[config.mk]
export PLATFORM = sky130hd
export DESIGN_NAME = fp_mult_pipe
export DESIGN_NICKNAME = d
export VERILOG_FILES = /design/src/rtl/fp_mult_pkg.sv /design/src/rtl/fp_round_rne.sv /design/src/rtl/fp_mult_pipe.sv
export SDC_FILE = /design/constraint.sdc
export NUM_CORES = 2
export LEC_CHECK = 0
export ABC_AREA = 1
export BUFFER_PORTS_ARGS = -buffer_cell sky130_fd_sc_hd__buf_2
export CAP_MARGIN = 5
export CORE_MARGIN = 4
export CORE_UTILIZATION = 46
export CTS_CLUSTER_DIAMETER = 60
export DETAILED_ROUTE_END_ITERATION = 7
export PLACE_DENSITY = 0.59
export SLEW_MARGIN = 30
export SYNTH_ARGS = -nofsm -noshare
export SYNTH_HDL_FRONTEND = slang
export SYNTH_SLANG_ARGS = --single-unit
[constraint.sdc]
create_clock -name clk -period 7.98 [get_ports clk]
set_input_delay 0.399 -clock clk [delete_from_list [all_inputs] [get_ports clk]]
set_output_delay 0.399 -clock clk [all_outputs]
set_load 0.02 [all_outputs]
[src/rtl/fp_mult_pkg.sv]
// rtl/fp_mult_pkg.sv - shared types, flag indices and width helpers for the FP multiplier
// Contents:
//   op_class_e         operand classification after decode
//   FLAG_*             bit positions inside the {nv, of, uf, nx} flag vector
//   calc_bias/full/prod  width-derived constants for a given exponent/fraction width
//   canon_qnan         canonical quiet NaN pattern, right-aligned in a wide vector
package fp_mult_pkg;

   typedef enum logic [2:0] {
      CLS_ZERO,
      CLS_NORM,
      CLS_INF,
      CLS_QNAN,
      CLS_SNAN
   } op_class_e;

   localparam int FLAG_NV = 3;
   localparam int FLAG_OF = 2;
   localparam int FLAG_UF = 1;
   localparam int FLAG_NX = 0;

   // Widest format canon_qnan can describe; callers truncate to their width.
   localparam int QNAN_MAX_W = 128;

   function automatic int calc_bias(input int exp_w);
      return (1 << (exp_w - 1)) - 1;
   endfunction

   function automatic int calc_full_w(input int exp_w, input int man_w);
      return 1 + exp_w + man_w;
   endfunction

   function automatic int calc_prod_w(input int man_w);
      return 2 * (man_w + 1);
   endfunction

   // Sign 0, exponent all ones, fraction MSB set, remaining fraction bits 0.
   function automatic logic [QNAN_MAX_W-1:0] canon_qnan(input int exp_w, input int man_w);
      logic [QNAN_MAX_W-1:0] r;
      r = '0;
      for (int i = man_w; i < man_w + exp_w; i++) begin
         r[i] = 1'b1;
      end
      r[man_w-1] = 1'b1;
      return r;
   endfunction

endpackage

[src/rtl/fp_round_rne.sv]
// rtl/fp_round_rne.sv - round-to-nearest-even on a normalised mantissa product
// Ports:
//   man    product bits below the hidden one (leading one already removed)
//   frac   rounded MAN_W-bit fraction (wraps to 0 on carry-out)
//   carry  rounding overflowed the fraction; caller bumps the exponent
//   nx     any discarded bit was set
module fp_round_rne #(
   parameter int MAN_W = 23
) (
   input  logic [2*MAN_W:0]  man,
   output logic [MAN_W-1:0]  frac,
   output logic              carry,
   output logic              nx
);

   logic [MAN_W-1:0] trunc;
   logic             guard;
   logic             sticky;
   logic             inc;
   logic [MAN_W:0]   sum;

   always_comb begin
      trunc  = man[2*MAN_W -: MAN_W];
      guard  = man[MAN_W];
      sticky = |man[MAN_W-1:0];
      // Ties go up only when the kept LSB is odd.
      inc    = guard & (sticky | trunc[0]);
      sum    = {1'b0, trunc} + {{MAN_W{1'b0}}, inc};
      frac   = sum[MAN_W-1:0];
      carry  = sum[MAN_W];
      nx     = guard | sticky;
   end

endmodule

[src/rtl/fp_mult_pipe.sv]
// rtl/fp_mult_pipe.sv - four-stage pipelined floating-point multiplier with valid/ready handshake
// Ports:
//   clk, rst             clock, synchronous active-high reset
//   in_valid, in_ready   operand handshake; a, b operands {sign, exp, frac}; in_tag user tag
//   out_valid, out_ready result handshake; result packed product, out_tag, flags {nv, of, uf, nx}
module fp_mult_pipe
   import fp_mult_pkg::*;
#(
   parameter int EXP_W = 8,
   parameter int MAN_W = 23,
   parameter int TAG_W = 4
) (
   input  logic                     clk,
   input  logic                     rst,
   input  logic                     in_valid,
   output logic                     in_ready,
   input  logic [EXP_W+MAN_W:0]     a,
   input  logic [EXP_W+MAN_W:0]     b,
   input  logic [TAG_W-1:0]         in_tag,
   output logic                     out_valid,
   input  logic                     out_ready,
   output logic [EXP_W+MAN_W:0]     result,
   output logic [TAG_W-1:0]         out_tag,
   output logic [3:0]               flags
);

   localparam int W   = calc_full_w(EXP_W, MAN_W);
   localparam int PW  = calc_prod_w(MAN_W);
   localparam int EW2 = EXP_W + 2;

   localparam logic [W-1:0]          QNAN_VAL = W'(canon_qnan(EXP_W, MAN_W));
   localparam logic signed [EW2-1:0] BIAS_E   = EW2'(calc_bias(EXP_W));
   localparam logic signed [EW2-1:0] EXP_MAX  = EW2'((1 << EXP_W) - 1);

   // Global stall: every stage moves together or not at all.
   logic advance;
   assign advance  = !out_valid || out_ready;
   assign in_ready = advance;

   function automatic op_class_e classify(input logic [EXP_W-1:0] e, input logic [MAN_W-1:0] f);
      if (e == {EXP_W{1'b1}}) begin
         if (f == '0)          return CLS_INF;
         else if (f[MAN_W-1])  return CLS_QNAN;
         else                  return CLS_SNAN;
      end else if (e == '0) begin
         return CLS_ZERO;   // subnormals are treated as zero
      end
      return CLS_NORM;
   endfunction

   // ---------------- S1 decode ----------------
   logic [EXP_W-1:0]       ea, eb;
   logic [MAN_W-1:0]       fa, fb;
   op_class_e              cls_a, cls_b;
   logic                   sign_p;
   logic signed [EW2-1:0]  exp_sum;
   logic                   sp_hit;
   logic [W-1:0]           sp_res;
   logic [3:0]             sp_flg;

   assign ea     = a[W-2 -: EXP_W];
   assign eb     = b[W-2 -: EXP_W];
   assign fa     = a[MAN_W-1:0];
   assign fb     = b[MAN_W-1:0];
   assign sign_p = a[W-1] ^ b[W-1];
   assign cls_a  = classify(ea, fa);
   assign cls_b  = classify(eb, fb);
   // Two extra bits keep the biased sum from wrapping in either direction.
   assign exp_sum = {2'b00, ea} + {2'b00, eb} - BIAS_E;

   always_comb begin
      sp_hit = 1'b0;
      sp_res = '0;
      sp_flg = '0;
      if (cls_a == CLS_QNAN || cls_a == CLS_SNAN || cls_b == CLS_QNAN || cls_b == CLS_SNAN) begin
         sp_hit          = 1'b1;
         sp_res          = QNAN_VAL;
         sp_flg[FLAG_NV] = (cls_a == CLS_SNAN) || (cls_b == CLS_SNAN);
      end else if ((cls_a == CLS_INF && cls_b == CLS_ZERO) || (cls_a == CLS_ZERO && cls_b == CLS_INF)) begin
         sp_hit          = 1'b1;
         sp_res          = QNAN_VAL;
         sp_flg[FLAG_NV] = 1'b1;
      end else if (cls_a == CLS_INF || cls_b == CLS_INF) begin
         sp_hit = 1'b1;
         sp_res = {sign_p, {EXP_W{1'b1}}, {MAN_W{1'b0}}};
      end else if (cls_a == CLS_ZERO || cls_b == CLS_ZERO) begin
         sp_hit = 1'b1;
         sp_res = {sign_p, {(EXP_W + MAN_W){1'b0}}};
      end
   end

   // ---------------- stage registers ----------------
   logic                   v1, v2, v3;
   logic [TAG_W-1:0]       tag1, tag2, tag3;
   logic                   sign1, sign2, sign3;
   logic signed [EW2-1:0]  exp1, exp2, exp3;
   logic [MAN_W-1:0]       fa1, fb1;
   logic [PW-1:0]          prod2;
   logic [MAN_W-1:0]       frac3;
   logic                   carry3, nx3;
   logic                   spec1, spec2, spec3;
   logic [W-1:0]           sres1, sres2, sres3;
   logic [3:0]             sflg1, sflg2, sflg3;

   // ---------------- S3 normalise + round ----------------
   logic [PW-2:0]          rnd_in;
   logic [MAN_W-1:0]       rnd_frac;
   logic                   rnd_carry, rnd_nx;

   // Product of two [1,2) mantissas lies in [1,4); align so the hidden one sits at PW-1 and drop it.
   assign rnd_in = prod2[PW-1] ? prod2[PW-2:0] : {prod2[PW-3:0], 1'b0};

   fp_round_rne #(.MAN_W(MAN_W)) u_round (
      .man   (rnd_in),
      .frac  (rnd_frac),
      .carry (rnd_carry),
      .nx    (rnd_nx)
   );

   // ---------------- S4 post-round + pack ----------------
   logic signed [EW2-1:0]  exp_f;
   logic [W-1:0]           res4;
   logic [3:0]             flg4;

   always_comb begin
      exp_f = exp3 + EW2'(carry3);
      res4  = '0;
      flg4  = '0;
      if (spec3) begin
         res4 = sres3;
         flg4 = sflg3;
      end else if (!exp_f[EW2-1] && (exp_f >= EXP_MAX)) begin
         res4          = {sign3, {EXP_W{1'b1}}, {MAN_W{1'b0}}};
         flg4[FLAG_OF] = 1'b1;
         flg4[FLAG_NX] = 1'b1;
      end else if (exp_f[EW2-1] || (exp_f == '0)) begin
         res4          = {sign3, {(EXP_W + MAN_W){1'b0}}};
         flg4[FLAG_UF] = 1'b1;
         flg4[FLAG_NX] = 1'b1;
      end else begin
         res4          = {sign3, exp_f[EXP_W-1:0], frac3};
         flg4[FLAG_NX] = nx3;
      end
   end

   // Valids and outputs: reset clears everything in flight.
   always_ff @(posedge clk) begin
      if (rst) begin
         v1        <= 1'b0;
         v2        <= 1'b0;
         v3        <= 1'b0;
         out_valid <= 1'b0;
         result    <= '0;
         out_tag   <= '0;
         flags     <= '0;
      end else if (advance) begin
         v1        <= in_valid;
         v2        <= v1;
         v3        <= v2;
         out_valid <= v3;
         // Outputs only change when a real result lands, so they stay put across bubbles.
         if (v3) begin
            result  <= res4;
            out_tag <= tag3;
            flags   <= flg4;
         end
      end
   end

   // Datapath payload; qualified by the valids above.
   always_ff @(posedge clk) begin
      if (advance) begin
         tag1   <= in_tag;
         sign1  <= sign_p;
         exp1   <= exp_sum;
         fa1    <= fa;
         fb1    <= fb;
         spec1  <= sp_hit;
         sres1  <= sp_res;
         sflg1  <= sp_flg;

         tag2   <= tag1;
         sign2  <= sign1;
         exp2   <= exp1;
         prod2  <= PW'({1'b1, fa1}) * PW'({1'b1, fb1});
         spec2  <= spec1;
         sres2  <= sres1;
         sflg2  <= sflg1;

         tag3   <= tag2;
         sign3  <= sign2;
         exp3   <= exp2 + EW2'(prod2[PW-1]);
         frac3  <= rnd_frac;
         carry3 <= rnd_carry;
         nx3    <= rnd_nx;
         spec3  <= spec2;
         sres3  <= sres2;
         sflg3  <= sflg2;
      end
   end

endmodule

==> impl_metrics.prom <==
# TYPE chip_impl_metric gauge
chip_impl_info{name="timing.critical_path.to_type",value="flop"} 1
chip_impl_metric{name="post-place-cells",unit=""} 4328
chip_impl_info{name="cts_tree",value="done"} 1
chip_impl_metric{name="finalMaxSlewViolations",unit=""} 0
chip_impl_metric{name="drtPass1Iterations",unit=""} 5
chip_impl_metric{name="final_layout_size_suffix_gt1_share",unit="%"} 7.087
chip_impl_metric{name="synth_seq_cells",unit=""} 223
chip_impl_metric{name="route.detailed.vias_per_inst",unit=""} 4.891
chip_impl_metric{name="grt_pass1_vias",unit=""} 22060
chip_impl_metric{name="post-route-min-period",unit="ns"} 6.994
chip_impl_metric{name="detail-route-antenna-nets",unit=""} 0
chip_impl_metric{name="grt_remaining_overflow",unit=""} 0
chip_impl_metric{name="arrival",unit="ns"} 7.28
chip_impl_metric{name="synth_top_cell_area_share",unit="%"} 33.32
chip_impl_metric{name="clock.fmax",unit="MHz"} 143.0
chip_impl_info{name="rsz0062_at_grt",value="false"} 1
chip_impl_metric{name="final-setup-viol-count",unit=""} 0
chip_impl_metric{name="effective_utilization_at_floorplan",unit="%"} 46.76
chip_impl_info{name="worst_setup_path_start_kind",value="flop"} 1
chip_impl_info{name="worst_hold_path_type",value="input pin to flop"} 1
chip_impl_metric{name="die_w",unit="um"} 259.2
chip_impl_info{name="setup.worst_path.class",value="flop to flop"} 1
chip_impl_metric{name="io_buf_count",unit=""} 113
chip_impl_metric{name="postCtsSetupRepairBufs",unit=""} 0
chip_impl_metric{name="gp_routability_congestion",unit=""} 0.9414
chip_impl_info{name="cts_root_buf",value="sky130_fd_sc_hd__clkbuf_16"} 1
chip_impl_info{name="synthDominantAreaCellType",value="sky130_fd_sc_hd__fa_1"} 1
chip_impl_metric{name="global_route_wire_length_before_repair",unit="mm"} 120.2
chip_impl_metric{name="crit_path_max_fanout",unit=""} 16
chip_impl_info{name="most_common_cell_after_layout_fill_and_taps_aside",value="sky130_fd_sc_hd__inv_1"} 1
chip_impl_info{name="synth_top_cells_by_area",value="sky130_fd_sc_hd__fa_1 33%, sky130_fd_sc_hd__edfxtp_1 19%, sky130_fd_sc_hd__inv_1 13%, sky130_fd_sc_hd__nand2_1 11%, sky130_fd_sc_hd__ha_1 8.3%"} 1
chip_impl_metric{name="timing.max_slew.rel_slack",unit="%"} 35.40
chip_impl_info{name="r2r-start",value="fa1[10]$_DFFE_PN_"} 1
chip_impl_metric{name="grt_antenna_before_repair",unit=""} 1
chip_impl_metric{name="clock_sinks",unit=""} 223
chip_impl_metric{name="clk_pin_slew_worst_paths",unit="ns"} 0.06
chip_impl_metric{name="post_drt_wl_per_cell",unit="um"} 17.10
chip_impl_info{name="hold_path.startpoint",value="a[22]"} 1
chip_impl_metric{name="totalNegativeSetupSlack",unit="ns"} 0
chip_impl_metric{name="syn_to_final_growth",unit="%"} 9.960
chip_impl_metric{name="yosysWarningCount",unit=""} 0
chip_impl_metric{name="die_area",unit="um^2"} 67160
chip_impl_metric{name="ios",unit=""} 114
chip_impl_metric{name="die_height",unit="um"} 259.2
chip_impl_metric{name="maximum_number_of_pins_on_one_net_before_global_route_repair",unit=""} 91
chip_impl_metric{name="syn_area_per_cell",unit="um^2"} 8.455
chip_impl_info{name="most-common-layout-cells",value="989 x sky130_fd_sc_hd__inv_1, 819 x sky130_fd_sc_hd__nand2_1, 483 x sky130_fd_sc_hd__fa_1, 193 x sky130_fd_sc_hd__ha_1, 179 x sky130_fd_sc_hd__edfxtp_1"} 1
chip_impl_metric{name="post_synth_num_cell_types",unit=""} 45
chip_impl_metric{name="drt_first_iter_violations",unit=""} 1733
chip_impl_metric{name="cts_resized",unit=""} 0
chip_impl_metric{name="via_count",unit=""} 21630
chip_impl_metric{name="whs",unit="ns"} 0.03774
chip_impl_metric{name="synth.cell_area",unit="um^2"} 29020
chip_impl_metric{name="core_area",unit="um^2"} 62050
chip_impl_metric{name="synth.yosys.seq_area_share",unit="%"} 21.56
chip_impl_metric{name="postSynthCellCount",unit=""} 3432
chip_impl_metric{name="globalRouteTotalUtil",unit="%"} 22.87
chip_impl_metric{name="ctsHtreeMaxLevel",unit=""} 1
chip_impl_metric{name="detailedPlace.worstSlack",unit="ns"} 1.009
chip_impl_metric{name="period_share",unit="%"} 87.64
chip_impl_metric{name="worst_slack",unit="ns"} 0.9863
chip_impl_metric{name="design.final.nets",unit=""} 4311
chip_impl_metric{name="crit_required",unit="ns"} 8.27
chip_impl_info{name="timing.critical_path.from",value="fa1[10]$_DFFE_PN_"} 1
chip_impl_metric{name="dp.final_hpwl",unit="mm"} 61.50
chip_impl_metric{name="placementRows",unit=""} 91
chip_impl_metric{name="drt_wl_total",unit="mm"} 75.62
chip_impl_metric{name="finalClockSkew",unit="ns"} 0.01480
chip_impl_metric{name="finish.cell_count_without_fillers",unit=""} 4422
chip_impl_metric{name="tightestPinTransition",unit="ns"} 0.9690
chip_impl_metric{name="clk_latency",unit="ns"} 0.57
chip_impl_metric{name="cts_max_path_buffers",unit=""} 3
chip_impl_metric{name="drc_viols",unit=""} 0
chip_impl_metric{name="cap_viol_max_count",unit=""} 0
chip_impl_metric{name="postSynthNetCount",unit=""} 4180
chip_impl_info{name="outcome",value="completed"} 1
chip_impl_metric{name="cts_inserted_buffers",unit=""} 27
chip_impl_metric{name="timing.final.hold_violations",unit=""} 0
==> sequential cells by signal, indices dropped and copies added (netlist names), 3 cells and up <==
register and count:
exp1 10, result 32, frac3 23, fb1 23, sres2 3, flags 4, out_tag 4, exp3 10
tag3 4, sres1 3, prod2 48, sres3 3, fa1 23, exp2 10, tag2 4, tag1 4
==> final timing paths <==
check	endpoint	slack (ns)	cells past startpoint
hold / removal	fa1[22]$_DFFE_PN_	0.04	1
setup / recovery	prod2[23]$_DFFE_PN_	0.99	21
hold reg to reg	tag2[3]$_DFFE_PN_	0.41	0
setup reg to reg	prod2[23]$_DFFE_PN_	0.99	21
==> routing by layer <==
metal | wire length, um | global-route usage, %
met1 | 32580 | 31.80
met2 | 35370 | 37.76
met3 | 5864 | 3.980
met4 | 1808 | 5.367
met5 | 0 | 0
==> cells in the mapped netlist, drive strengths merged <==
| master | number |
|---|---|
| edfxtp | 179 |
| xor2 | 50 |
| a21o | 4 |
| nand3 | 99 |
| buf | 8 |
| a31oi | 4 |
| nand4 | 22 |
| nand3b | 9 |
| and2 | 1 |
| fa | 483 |
| a22oi | 2 |
| o221ai | 1 |
| nor4 | 15 |
| nor3 | 17 |
| nand2 | 828 |
| or2 | 7 |
| ha | 193 |
| clkbuf | 102 |
| a21oi | 89 |
| o21a | 3 |
| dfxtp | 44 |
| o21bai | 15 |
| and3 | 4 |
| xnor2 | 19 |
| a2111oi | 1 |
| a211oi | 1 |
| inv | 991 |
| a21boi | 6 |
| o21ai | 63 |
| nor2 | 172 |
==> metrics by stage <==
step / util, % / cell area, um^2
final: 51.42 / 31910
after CTS: 51.33 / 31850
after global routing: 51.42 / 31910
after floorplan: - / 29020
after global placement: 49.29 / 30590
after detailed placement: 49.31 / 30600
==> worst max-delay path: stages, from the launching register on <==
cell and delay, ns:
sky130_fd_sc_hd__edfxtp_1 0.86, sky130_fd_sc_hd__buf_4 0.32, sky130_fd_sc_hd__nand2_1 0.07, sky130_fd_sc_hd__inv_1 0.09, sky130_fd_sc_hd__fa_1 0.44, sky130_fd_sc_hd__fa_1 0.52
sky130_fd_sc_hd__inv_1 0.05, sky130_fd_sc_hd__fa_1 0.46, sky130_fd_sc_hd__fa_1 0.51, sky130_fd_sc_hd__inv_1 0.05, sky130_fd_sc_hd__fa_1 0.50, sky130_fd_sc_hd__fa_1 0.49
sky130_fd_sc_hd__inv_1 0.05, sky130_fd_sc_hd__fa_1 0.47, sky130_fd_sc_hd__inv_1 0.09, sky130_fd_sc_hd__ha_1 0.38, sky130_fd_sc_hd__a21oi_1 0.30, sky130_fd_sc_hd__o21ai_0 0.20
sky130_fd_sc_hd__a21oi_1 0.27, sky130_fd_sc_hd__nand2_1 0.12, sky130_fd_sc_hd__a21oi_1 0.30, sky130_fd_sc_hd__xnor2_1 0.19
==> logic make-up after synthesis <==
kind of cell / after synthesis / synth area share, %
AO/OA/AOI/OAI: 189 / 3.725
XOR/XNOR: 69 / 2.083
adder cells (fa/ha/maj): 676 / 41.64
buffers and inverters: 1101 / 14.41
flip-flops: 223 / 21.56
AND/OR/NAND/NOR: 1174 / 16.57
==> final cells by class <==
cell class	instances	area (um^2)
clock inverter	15	138.9
fill	5989	30150
tap	837	1047
clock buffer	35	726.9
antenna	1	2.502
timing repair buffer	212	1433
multi-input combinational	2108	18580
inverter	991	3725
sequential	223	6256
==> what timing repair did <==
| item | in CTS | in global routing |
|---|---|---|
| hold buffers | 39 | 0 |
| setup endpoints to repair | 0 | 0 |
| hold endpoints to repair | 39 | 0 |
Power is not shown: default switching activity piles up to over one toggle a cycle in this logic, so the estimate is an artifact.
